==> src/rtl/microcode_sequencer_if.sv <==
// rtl/microcode_sequencer_if.sv - control, ROM and datapath signals of the microcode sequencer
interface microcode_sequencer_if;
   logic        run_en;
   logic        halt_req;
   logic        stall;
   logic [7:0]  ir_opcode;
   logic [15:0] instr_mem_addr_out;
   logic [31:0] instr_mem_data_in;
   logic [31:0] ctrl_word_out;
   logic [7:0]  step_out;
   logic        instr_done;
   logic [15:0] retired_count;
   logic        halted;
   logic        fault;

   modport master (
      input  run_en, halt_req, stall, ir_opcode, instr_mem_data_in,
      output instr_mem_addr_out, ctrl_word_out, step_out, instr_done,
             retired_count, halted, fault
   );

   modport slave (
      output run_en, halt_req, stall, ir_opcode, instr_mem_data_in,
      input  instr_mem_addr_out, ctrl_word_out, step_out, instr_done,
             retired_count, halted, fault
   );
endinterface

==> src/rtl/microcode_sequencer.sv <==
// rtl/microcode_sequencer.sv - microcode ROM sequencer: fetch/decode, opcode execute, end-marker restart
module microcode_sequencer #(
   parameter logic [7:0]  FETCH_OPCODE      = 8'h00,
   parameter logic [7:0]  OPCODE_LATCH_STEP = 8'd3,
   parameter logic [7:0]  MAX_STEP          = 8'd15,
   parameter logic [31:0] END_WORD          = 32'h0000_0000
) (
   input  logic                   clk,
   input  logic                   rst,
   microcode_sequencer_if.master  bus
);

   typedef enum logic [1:0] {
      ST_IDLE = 2'd0,
      ST_RUN  = 2'd1,
      ST_HALT = 2'd2
   } state_t;

   state_t      state_q, state_d;
   logic [7:0]  opcode_q, opcode_d;
   logic [7:0]  step_q, step_d;
   logic [15:0] retired_q, retired_d;
   logic        fault_q, fault_d;

   logic        is_end;

   assign is_end = (bus.instr_mem_data_in == END_WORD);

   always_ff @(posedge clk or posedge rst) begin
      if (rst) begin
         state_q   <= ST_IDLE;
         opcode_q  <= FETCH_OPCODE;
         step_q    <= 8'd0;
         retired_q <= 16'd0;
         fault_q   <= 1'b0;
      end else begin
         state_q   <= state_d;
         opcode_q  <= opcode_d;
         step_q    <= step_d;
         retired_q <= retired_d;
         fault_q   <= fault_d;
      end
   end

   always_comb begin
      state_d   = state_q;
      opcode_d  = opcode_q;
      step_d    = step_q;
      retired_d = retired_q;
      fault_d   = fault_q;
      case (state_q)
         ST_IDLE: begin
            if (bus.run_en) begin
               state_d  = ST_RUN;
               step_d   = 8'd0;
               opcode_d = FETCH_OPCODE;
            end
         end
         ST_RUN: begin
            if (!bus.stall) begin
               if (is_end) begin
                  step_d    = 8'd0;
                  opcode_d  = FETCH_OPCODE;
                  retired_d = retired_q + 16'd1;
                  if (bus.halt_req) begin
                     state_d = ST_HALT;
                  end
               end else if (step_q == MAX_STEP) begin
                  fault_d  = 1'b1;
                  state_d  = ST_HALT;
                  step_d   = 8'd0;
                  opcode_d = FETCH_OPCODE;
               end else if (step_q == OPCODE_LATCH_STEP) begin
                  opcode_d = bus.ir_opcode;
                  step_d   = step_q + 8'd1;
               end else begin
                  step_d = step_q + 8'd1;
               end
            end
         end
         ST_HALT: begin
            step_d   = 8'd0;
            opcode_d = FETCH_OPCODE;
            // A step overflow pins the sequencer in HALT until reset.
            if (bus.run_en && !bus.halt_req && !fault_q) begin
               state_d = ST_RUN;
            end
         end
         default: begin
            state_d  = ST_IDLE;
            step_d   = 8'd0;
            opcode_d = FETCH_OPCODE;
         end
      endcase
   end

   always_comb begin
      bus.ctrl_word_out = 32'h0;
      bus.instr_done    = 1'b0;
      bus.halted        = 1'b0;
      case (state_q)
         ST_RUN: begin
            if (!bus.stall) begin
               if (is_end) begin
                  bus.instr_done = 1'b1;
               end else begin
                  bus.ctrl_word_out = bus.instr_mem_data_in;
               end
            end
         end
         ST_HALT: begin
            bus.halted = 1'b1;
         end
         default: begin
            bus.ctrl_word_out = 32'h0;
         end
      endcase
   end

   assign bus.instr_mem_addr_out = {opcode_q, step_q};
   assign bus.step_out           = step_q;
   assign bus.retired_count      = retired_q;
   assign bus.fault              = fault_q;

endmodule

==> src/flat_wrapper.sv <==
// flat-port wrapper written by rule: the top's interface ports become plain ports
module microcode_sequencer_flat 
#(
   parameter logic [7:0]  FETCH_OPCODE      = 8'h00,
   parameter logic [7:0]  OPCODE_LATCH_STEP = 8'd3,
   parameter logic [7:0]  MAX_STEP          = 8'd15,
   parameter logic [31:0] END_WORD          = 32'h0000_0000
)
  (clk, rst, bus_run_en, bus_halt_req, bus_stall, bus_ir_opcode, bus_instr_mem_data_in, bus_instr_mem_addr_out, bus_ctrl_word_out, bus_step_out, bus_instr_done, bus_retired_count, bus_halted, bus_fault);
  microcode_sequencer_if bus_i ();
  input  logic clk;
  input  logic rst;
  input wire logic [$bits(bus_i.run_en)-1:0] bus_run_en;
  input wire logic [$bits(bus_i.halt_req)-1:0] bus_halt_req;
  input wire logic [$bits(bus_i.stall)-1:0] bus_stall;
  input wire logic [$bits(bus_i.ir_opcode)-1:0] bus_ir_opcode;
  input wire logic [$bits(bus_i.instr_mem_data_in)-1:0] bus_instr_mem_data_in;
  output wire logic [$bits(bus_i.instr_mem_addr_out)-1:0] bus_instr_mem_addr_out;
  output wire logic [$bits(bus_i.ctrl_word_out)-1:0] bus_ctrl_word_out;
  output wire logic [$bits(bus_i.step_out)-1:0] bus_step_out;
  output wire logic [$bits(bus_i.instr_done)-1:0] bus_instr_done;
  output wire logic [$bits(bus_i.retired_count)-1:0] bus_retired_count;
  output wire logic [$bits(bus_i.halted)-1:0] bus_halted;
  output wire logic [$bits(bus_i.fault)-1:0] bus_fault;
  assign bus_i.run_en = bus_run_en;
  assign bus_i.halt_req = bus_halt_req;
  assign bus_i.stall = bus_stall;
  assign bus_i.ir_opcode = bus_ir_opcode;
  assign bus_i.instr_mem_data_in = bus_instr_mem_data_in;
  assign bus_instr_mem_addr_out = bus_i.instr_mem_addr_out;
  assign bus_ctrl_word_out = bus_i.ctrl_word_out;
  assign bus_step_out = bus_i.step_out;
  assign bus_instr_done = bus_i.instr_done;
  assign bus_retired_count = bus_i.retired_count;
  assign bus_halted = bus_i.halted;
  assign bus_fault = bus_i.fault;
  microcode_sequencer #(.FETCH_OPCODE(FETCH_OPCODE), .OPCODE_LATCH_STEP(OPCODE_LATCH_STEP), .MAX_STEP(MAX_STEP), .END_WORD(END_WORD)) u_core (.clk(clk), .rst(rst), .bus(bus_i));
endmodule
==> config.mk <==
export PLATFORM = sky130hd
export DESIGN_NAME = microcode_sequencer_flat
export DESIGN_NICKNAME = d
export VERILOG_FILES = /design/src/rtl/microcode_sequencer_if.sv /design/src/rtl/microcode_sequencer.sv /design/src/flat_wrapper.sv
export SDC_FILE = /design/constraint.sdc
export NUM_CORES = 1
export LEC_CHECK = 0
export ABC_AREA = 1
export CORE_MARGIN = 2
export CORE_UTILIZATION = 30
export DETAILED_ROUTE_END_ITERATION = 10
export PLACE_DENSITY = 0.66
export SYNTH_ARGS = -nofsm -noshare
export SYNTH_HDL_FRONTEND = slang
export SYNTH_SLANG_ARGS = --single-unit
==> constraint.sdc <==
create_clock -name clk -period 1.55 [get_ports clk]
set_input_delay 0.3875 -clock clk [delete_from_list [all_inputs] [get_ports clk]]
set_output_delay 0.3875 -clock clk [all_outputs]
set_load 0.01 [all_outputs]
==> impl_metrics.json <==
{
  "status": "finished with violations",
  "violations": "negative setup slack",
  "n_antenna_cell": 0,
  "cp-end-kind": "primary output",
  "hold_path.class": "in -> async",
  "power_frac_comb_pct": 50.0,
  "seq_power_share_pct": 30.2,
  "cp_num_buf_inv": 5,
  "reg2reg_to": "u_core.bus.retired_count[7]$_DFFE_PP0P_",
  "synthesis.instances": 325,
  "ys_seq_area_share_pct": 38.6,
  "clock-sinks": 35,
  "worst_clock_skew_ns": 0.00533,
  "antenna_found_initial": 0,
  "gr-total-overflow": 0,
  "core_um2": 7290,
  "clkTransAtPathRegs_ns": 0.07,
  "grt_max_degree": 36,
  "die_area_um2": 8280,
  "fp-row-count": 31,
  "wirelength_um": 6900,
  "switching_share_pct": 37.5,
  "ctsHoldBuffers": 0,
  "path_class": "reg -> out",
  "crit_arrival_ns": 1.42,
  "grt.total_usage_pct": 16.6,
  "wl_per_cell_um": 11.6,
  "area_delta_synth_final_pct": 78.4,
  "via_per_inst": 4.42,
  "grt_pass1_wl_um": 11300,
  "num_vias": 2627,
  "r2r_start": "u_core.state_q[0]$_DFFE_PP0P_",
  "yosys_warnings": 0,
  "fin_area_um2": 4050,
  "max_cap_violations": 0,
  "setup_viol": 42,
  "start_util_pct": 31.1,
  "nets": 543,
  "rsz0062_at_grt": "yes",
  "path_cells": "inv_2 -> nor2_4 -> inv_2 -> nor2_4 -> inv_4 -> buf_12 -> nor2_2 -> buf_2",
  "worst_slew_pin_slew_ns": 0.246,
  "postSynthAreaPerCell_um2": 6.98,
  "fmax_mhz": 554,
  "syn_area_um2": 2270,
  "slowest_stage": "dfrtp_1",
  "synth_cell_types": 28,
  "grt_pass1_vias": 2510,
  "synth_ff_type": "dfrtp_1",
  "die_w_um": 91.0,
  "min_period_ns": 1.81,
  "pin_count": 120,
  "power_density_nw_per_um2": 825,
  "internal-power_mw": 2.09,
  "dr.pass1.iters": 4,
  "critPathLaunchType": "register",
  "cts-htree-levels": 2,
  "synth_nets": 372,
  "numCtsBuffers": 5,
  "clock_latency_ns": 0.28,
  "critPathRequiredTime_ns": 1.16,
  "p_clk_share_pct": 19.8,
  "critical_path.top_delay_family": "buffers and inverters",
  "drc_errors": 0,
  "drive_above_1_share_pct": 34.9,
  "cts_tree": "done",
  "finalHoldViolCount": 0,
  "rr_worst_depth": 12,
  "dpl_cell_area_um2": 3870,
  "crit_fanout": 14,
  "p_switching_mw": 1.25,
  "ctsLongestPathBuffers": 2,
  "peakVddDrop_uv": 480,
  "die_height_um": 91.0,
  "p_leak_nw": 2.28,
  "ys_ff_latch": 35,
  "async_reset_ff_share_pct": 100,
  "port_buffers": 119,
  "root_buffer": "clkbuf_8",
  "r2r_slack_ns": 0,
  "power.total_mw": 3.34,
  "slew_violations": 0,
  "max_slew_margin_pct": 83.5,
  "synth_enable_flop_cells": 0,
  "fin_ws_ns": -0.257,
  "dp_hpwl_um": 5290,
  "ant_nets": 0,
  "gp_congestion": 0.871,
  "fin_crit_sh_pct": 117,
  "max_stage_delay_ns": 0.36,
  "dr.first_iter.drc_count": 77
}
layer usage:
| layer | up-vias | track usage (%) | wire length [um] |
|---|---|---|---|
| li1 | 1318 | - | - |
| met1 | 1191 | 18.5 | 2710 |
| met2 | 108 | 29.6 | 3480 |
| met3 | 10 | 5.15 | 578 |
| met4 | 0 | 5.93 | 130 |
| met5 | - | 0 | 0 |
sequential cells by signal, summed over array words and instances (netlist names):
register                  cells
u_core.bus.retired_count     16
u_core.bus.step_out           8
u_core.opcode_q               8
u_core.state_q                2
u_core.bus.fault              1
per-stage QoR:
stage / instances / setup slack, ns / util, % / hold WS [ns] / setup TNS (ns)
final: 595 / -0.257 / 55.5 / 0.457 / -8.30
after global routing: 595 / -0.367 / 55.5 / 0.478 / -13.17
after CTS: 584 / -0.315 / 53.2 / 0.458 / -10.38
after detailed placement: 563 / -0.958 / 53.0 / 0.457 / -41.05
after global placement: 563 / -0.963 / 53.0 / 0.457 / -40.56
after floorplan: 325 / -0.00619 / - / 0.482 / -0.00619
cells by family (layout without fill, tap and decap cells):
family	count (synthesis)	count (layout)	share of synthesized area (%)
compound gates	15	15	4.13
xor+xnor	16	16	6.50
flops	35	35	38.6
fa+ha+maj	2	2	1.10
buf+inv	71	242	13.4
simple gates	186	186	36.3
power groups by stage:
stage               Sequential, mW  Clock (mW)  Combinational, mW
floorplan                     1.05           0              0.772
global placement              1.03           0               1.71
detailed placement            1.03           0               1.73
CTS                           1.01       0.693               1.64
global route                  1.02       0.727               1.84
finish                        1.01       0.661               1.67
area by class of cell:
| type | instances | area (um2) |
|---|---|---|
| Fill cell | 726 | 3240 |
| Timing Repair Buffer | 176 | 1470 |
| Multi-Input combinational cell | 219 | 1260 |
| Sequential cell | 35 | 878 |
| Inverter | 59 | 230 |
| Tap cell | 99 | 124 |
| Clock buffer | 6 | 82.6 |
| Clock inverter | 1 | 5.00 |
synth_stat cells, types with 2 or more instances:
library cell	instances	area, um2
nor2_2	5	31.3
ha_1	2	25.0
nand4_1	2	12.5
xor2_1	11	96.3
inv_1	55	206
nor2_4	4	45.0
buf_4	8	60.1
nor3_1	5	25.0
nand3_1	28	140
a21oi_1	2	10.0
inv_2	3	11.3
o21ai_0	10	50.1
dfrtp_1	35	876
nand3b_1	3	22.5
xnor2_1	4	35.0
buf_1	2	7.51
nand2_1	59	221
nor2_1	77	289
worst reg2reg max path: stages, from the launching register on:
cell	delay [ns]
dfrtp_1	0.36
inv_2	0.06
nor2_4	0.11
inv_2	0.06
nor2_4	0.11
buf_4	0.14
nand2_4	0.06
buf_4	0.14
buf_12	0.14
nor2_8	0.11
nand2_1	0.06
nand2_1	0.05
nand2_1	0.05
placed cells by master (no fill, tap or decap), types with 5 or more instances in the layout:
master           count
nand2_1             54
inv_1               53
dlygate4sd2_1       53
buf_4               49
nor2_2              43
nor2_1              34
buf_2               33
dfrtp_1             33
nand3_1             27
clkdlybuf4s15_1     20
xor2_1              11
clkdlybuf4s50_1     11
nor2_4               9
o21ai_0              8
clkbuf_8             6
nand2_2              5
what timing repair did:
action                     4_1_cts  5_1_grt
cloned                           1        1
setup endpoints to repair      109       60
setup buffers                   13       10
gates resized for setup        231       45
pin swaps                       28       36
how the worst max path moves through the flow:
stage                                         end  cells after the start                          startpoint  slack (ns)
CTS                         bus_ctrl_word_out[23]                      8       u_core.state_q[0]$_DFFE_PP0P_       -0.31
global route                bus_ctrl_word_out[29]                      8       u_core.state_q[0]$_DFFE_PP0P_       -0.37
detailed placement                 bus_instr_done                      9            bus_instr_mem_data_in[1]       -0.96
finish                      bus_ctrl_word_out[21]                      8       u_core.state_q[0]$_DFFE_PP0P_       -0.26
global placement                   bus_instr_done                      9            bus_instr_mem_data_in[1]       -0.96
floorplan           u_core.state_q[0]$_DFFE_PP0P_                     10  u_core.bus.step_out[1]$_DFFE_PP0P_      -0.006
(Power assumes the default switching activity.)
==> edit: new RTL, same flow settings <==
Encoding of `state_t`: now one-hot (3 bits for 3 states).
--- a/src/rtl/microcode_sequencer.sv
+++ b/src/rtl/microcode_sequencer.sv
@@ -12,6 +12,6 @@
 
-   typedef enum logic [1:0] {
-      ST_IDLE = 2'd0,
-      ST_RUN  = 2'd1,
-      ST_HALT = 2'd2
+   typedef enum logic [2:0] {
+      ST_IDLE = 3'b001,
+      ST_RUN  = 3'b010,
+      ST_HALT = 3'b100
    } state_t;
Behaviour: no difference found for any inputs over 10 cycles, from zero or initial values and one cycle with rst high; not proved beyond that.
==> edit against the original RTL <==
- wire length grew 23%
- combinational power is 50% higher
- the flow still finishes with violations (negative setup slack)
- critical path type unchanged
- highest routed layer unchanged
- non-clock buffer count is 20 higher
- area after synthesis is 4.5% higher
- design area increased by 18%
- hold slack worse by 0.0031 ns
- total power up 25%
- sequential cell count is 1 higher
- critical endpoint is now bus_ctrl_word_out[6]
- setup slack lost 0.26 ns
==> edit: results (changes against the original RTL) <==
Final layout net count: 584 (+7.6%)
Power Internal: 0.002610 W (+25%)
Total GRT Usage: 0.1864 (+0.02048)
Final-layout fill cell count: 675 (-7.0%)
Post-synth cell types: 29 (+3.6%)
Worst r2r src: u_core.state_q[1]
Final clock skew: 0.006877 ns (+0.001544 ns)
Worst Setup Slack, final: -0.5135 ns (-0.2570 ns)
Total setup violations reported at the end of the flow: 69 (+64%)
Worst R2R Setup Slack: -0.33 ns (-0.33 ns)
Worst slack at placement: -0.9190 ns (+0.03932 ns)
Max rail drop VDD: 0.5444 mV (+13%)
Result of the run: finished with violations
Crit Reg-Reg Endpoint: u_core.bus.step_out[2]
Clock network fraction of total power: 0.149 (-0.049)
Hold slack: 0.4537 ns (-0.003052 ns)
Portion of the post-synthesis area used by sequential elements: 0.3803 (-0.005613)
Violated checks: negative setup slack
Iteration-0 DRC count of the detailed router: 111 (+44%)
Post-Route WL: 8466 um (+23%)
Post-Synthesis Net Count: 394 (+5.9%)
Share of the synthesized netlist area taken by xor and xnor gates: 0.05907 (-0.005978)
Post-detailed-route via-to-cell ratio: 4.613 (+4.5%)
Most common library cells after synthesis: sky130_fd_sc_hd__nand2_1, sky130_fd_sc_hd__nor2_1, sky130_fd_sc_hd__dfrtp_1, sky130_fd_sc_hd__nand3_1, sky130_fd_sc_hd__inv_1
Dpl cells: 595 (+5.7%)
Adder-cell share of the synthesized area: 0.01055 (-0.0004768)
-- edit: routing by layer --
layer / up-vias / wire length [um] / GRT usage
li1: 1457 / - / -
met1: 1361 / 3372 / 0.2226
met2: 115 / 4271 / 0.3351
met3: 15 / 649 / 0.04150
met4: 0 / 173 / 0.05147
met5: - / 0 / 0
-- edit: how the worst max path moves through the flow --
stage	start	end	slack [ns]	cells past startpoint
5_1_grt	u_core.state_q[1]	bus_ctrl_word_out[6]	-0.57	9
4_1_cts	u_core.state_q[2]	bus_instr_done	-0.52	8
3_5_place_dp	bus_instr_mem_data_in[17]	bus_instr_done	-0.92	9
2_1_floorplan	u_core.state_q[2]	bus_ctrl_word_out[10]	-0.008	4
3_3_place_gp	bus_instr_mem_data_in[17]	bus_instr_done	-0.94	9
6_report	u_core.state_q[1]	bus_ctrl_word_out[6]	-0.51	9
-- edit: through the flow --
step,utilization,setup TNS (ns)
2_1_floorplan,-,-0.2511
3_3_place_gp,0.5177,-40.18
3_5_place_dp,0.5177,-40.03
4_1_cts,0.5649,-18.81
5_1_grt,0.6226,-25.20
6_report,0.6226,-19.71
-- edit: final cells by class --
class                      count  area [um^2]  area share
inverter                      32        136.4     0.02850
timing repair inverter         1        7.507    0.001569
multi-input combinational    265         1574      0.3289
clock buffer                   6        72.57     0.01516
clock inverter                 1        5.005    0.001046
timing repair buffer         196         1958      0.4092
tap                          102        127.6     0.02667
sequential                    36        904.6      0.1890
-- edit: timing repair --
| action | in CTS | in global routing |
|---|---|---|
| buffers inserted | 24 | 12 |
| endpoints found under the hold margin | 0 | 0 |
| pin swaps | 10 | 24 |
| gates resized for setup | 234 | 109 |
| cloned | 3 | 0 |
| endpoints found under the setup margin | 110 | 72 |
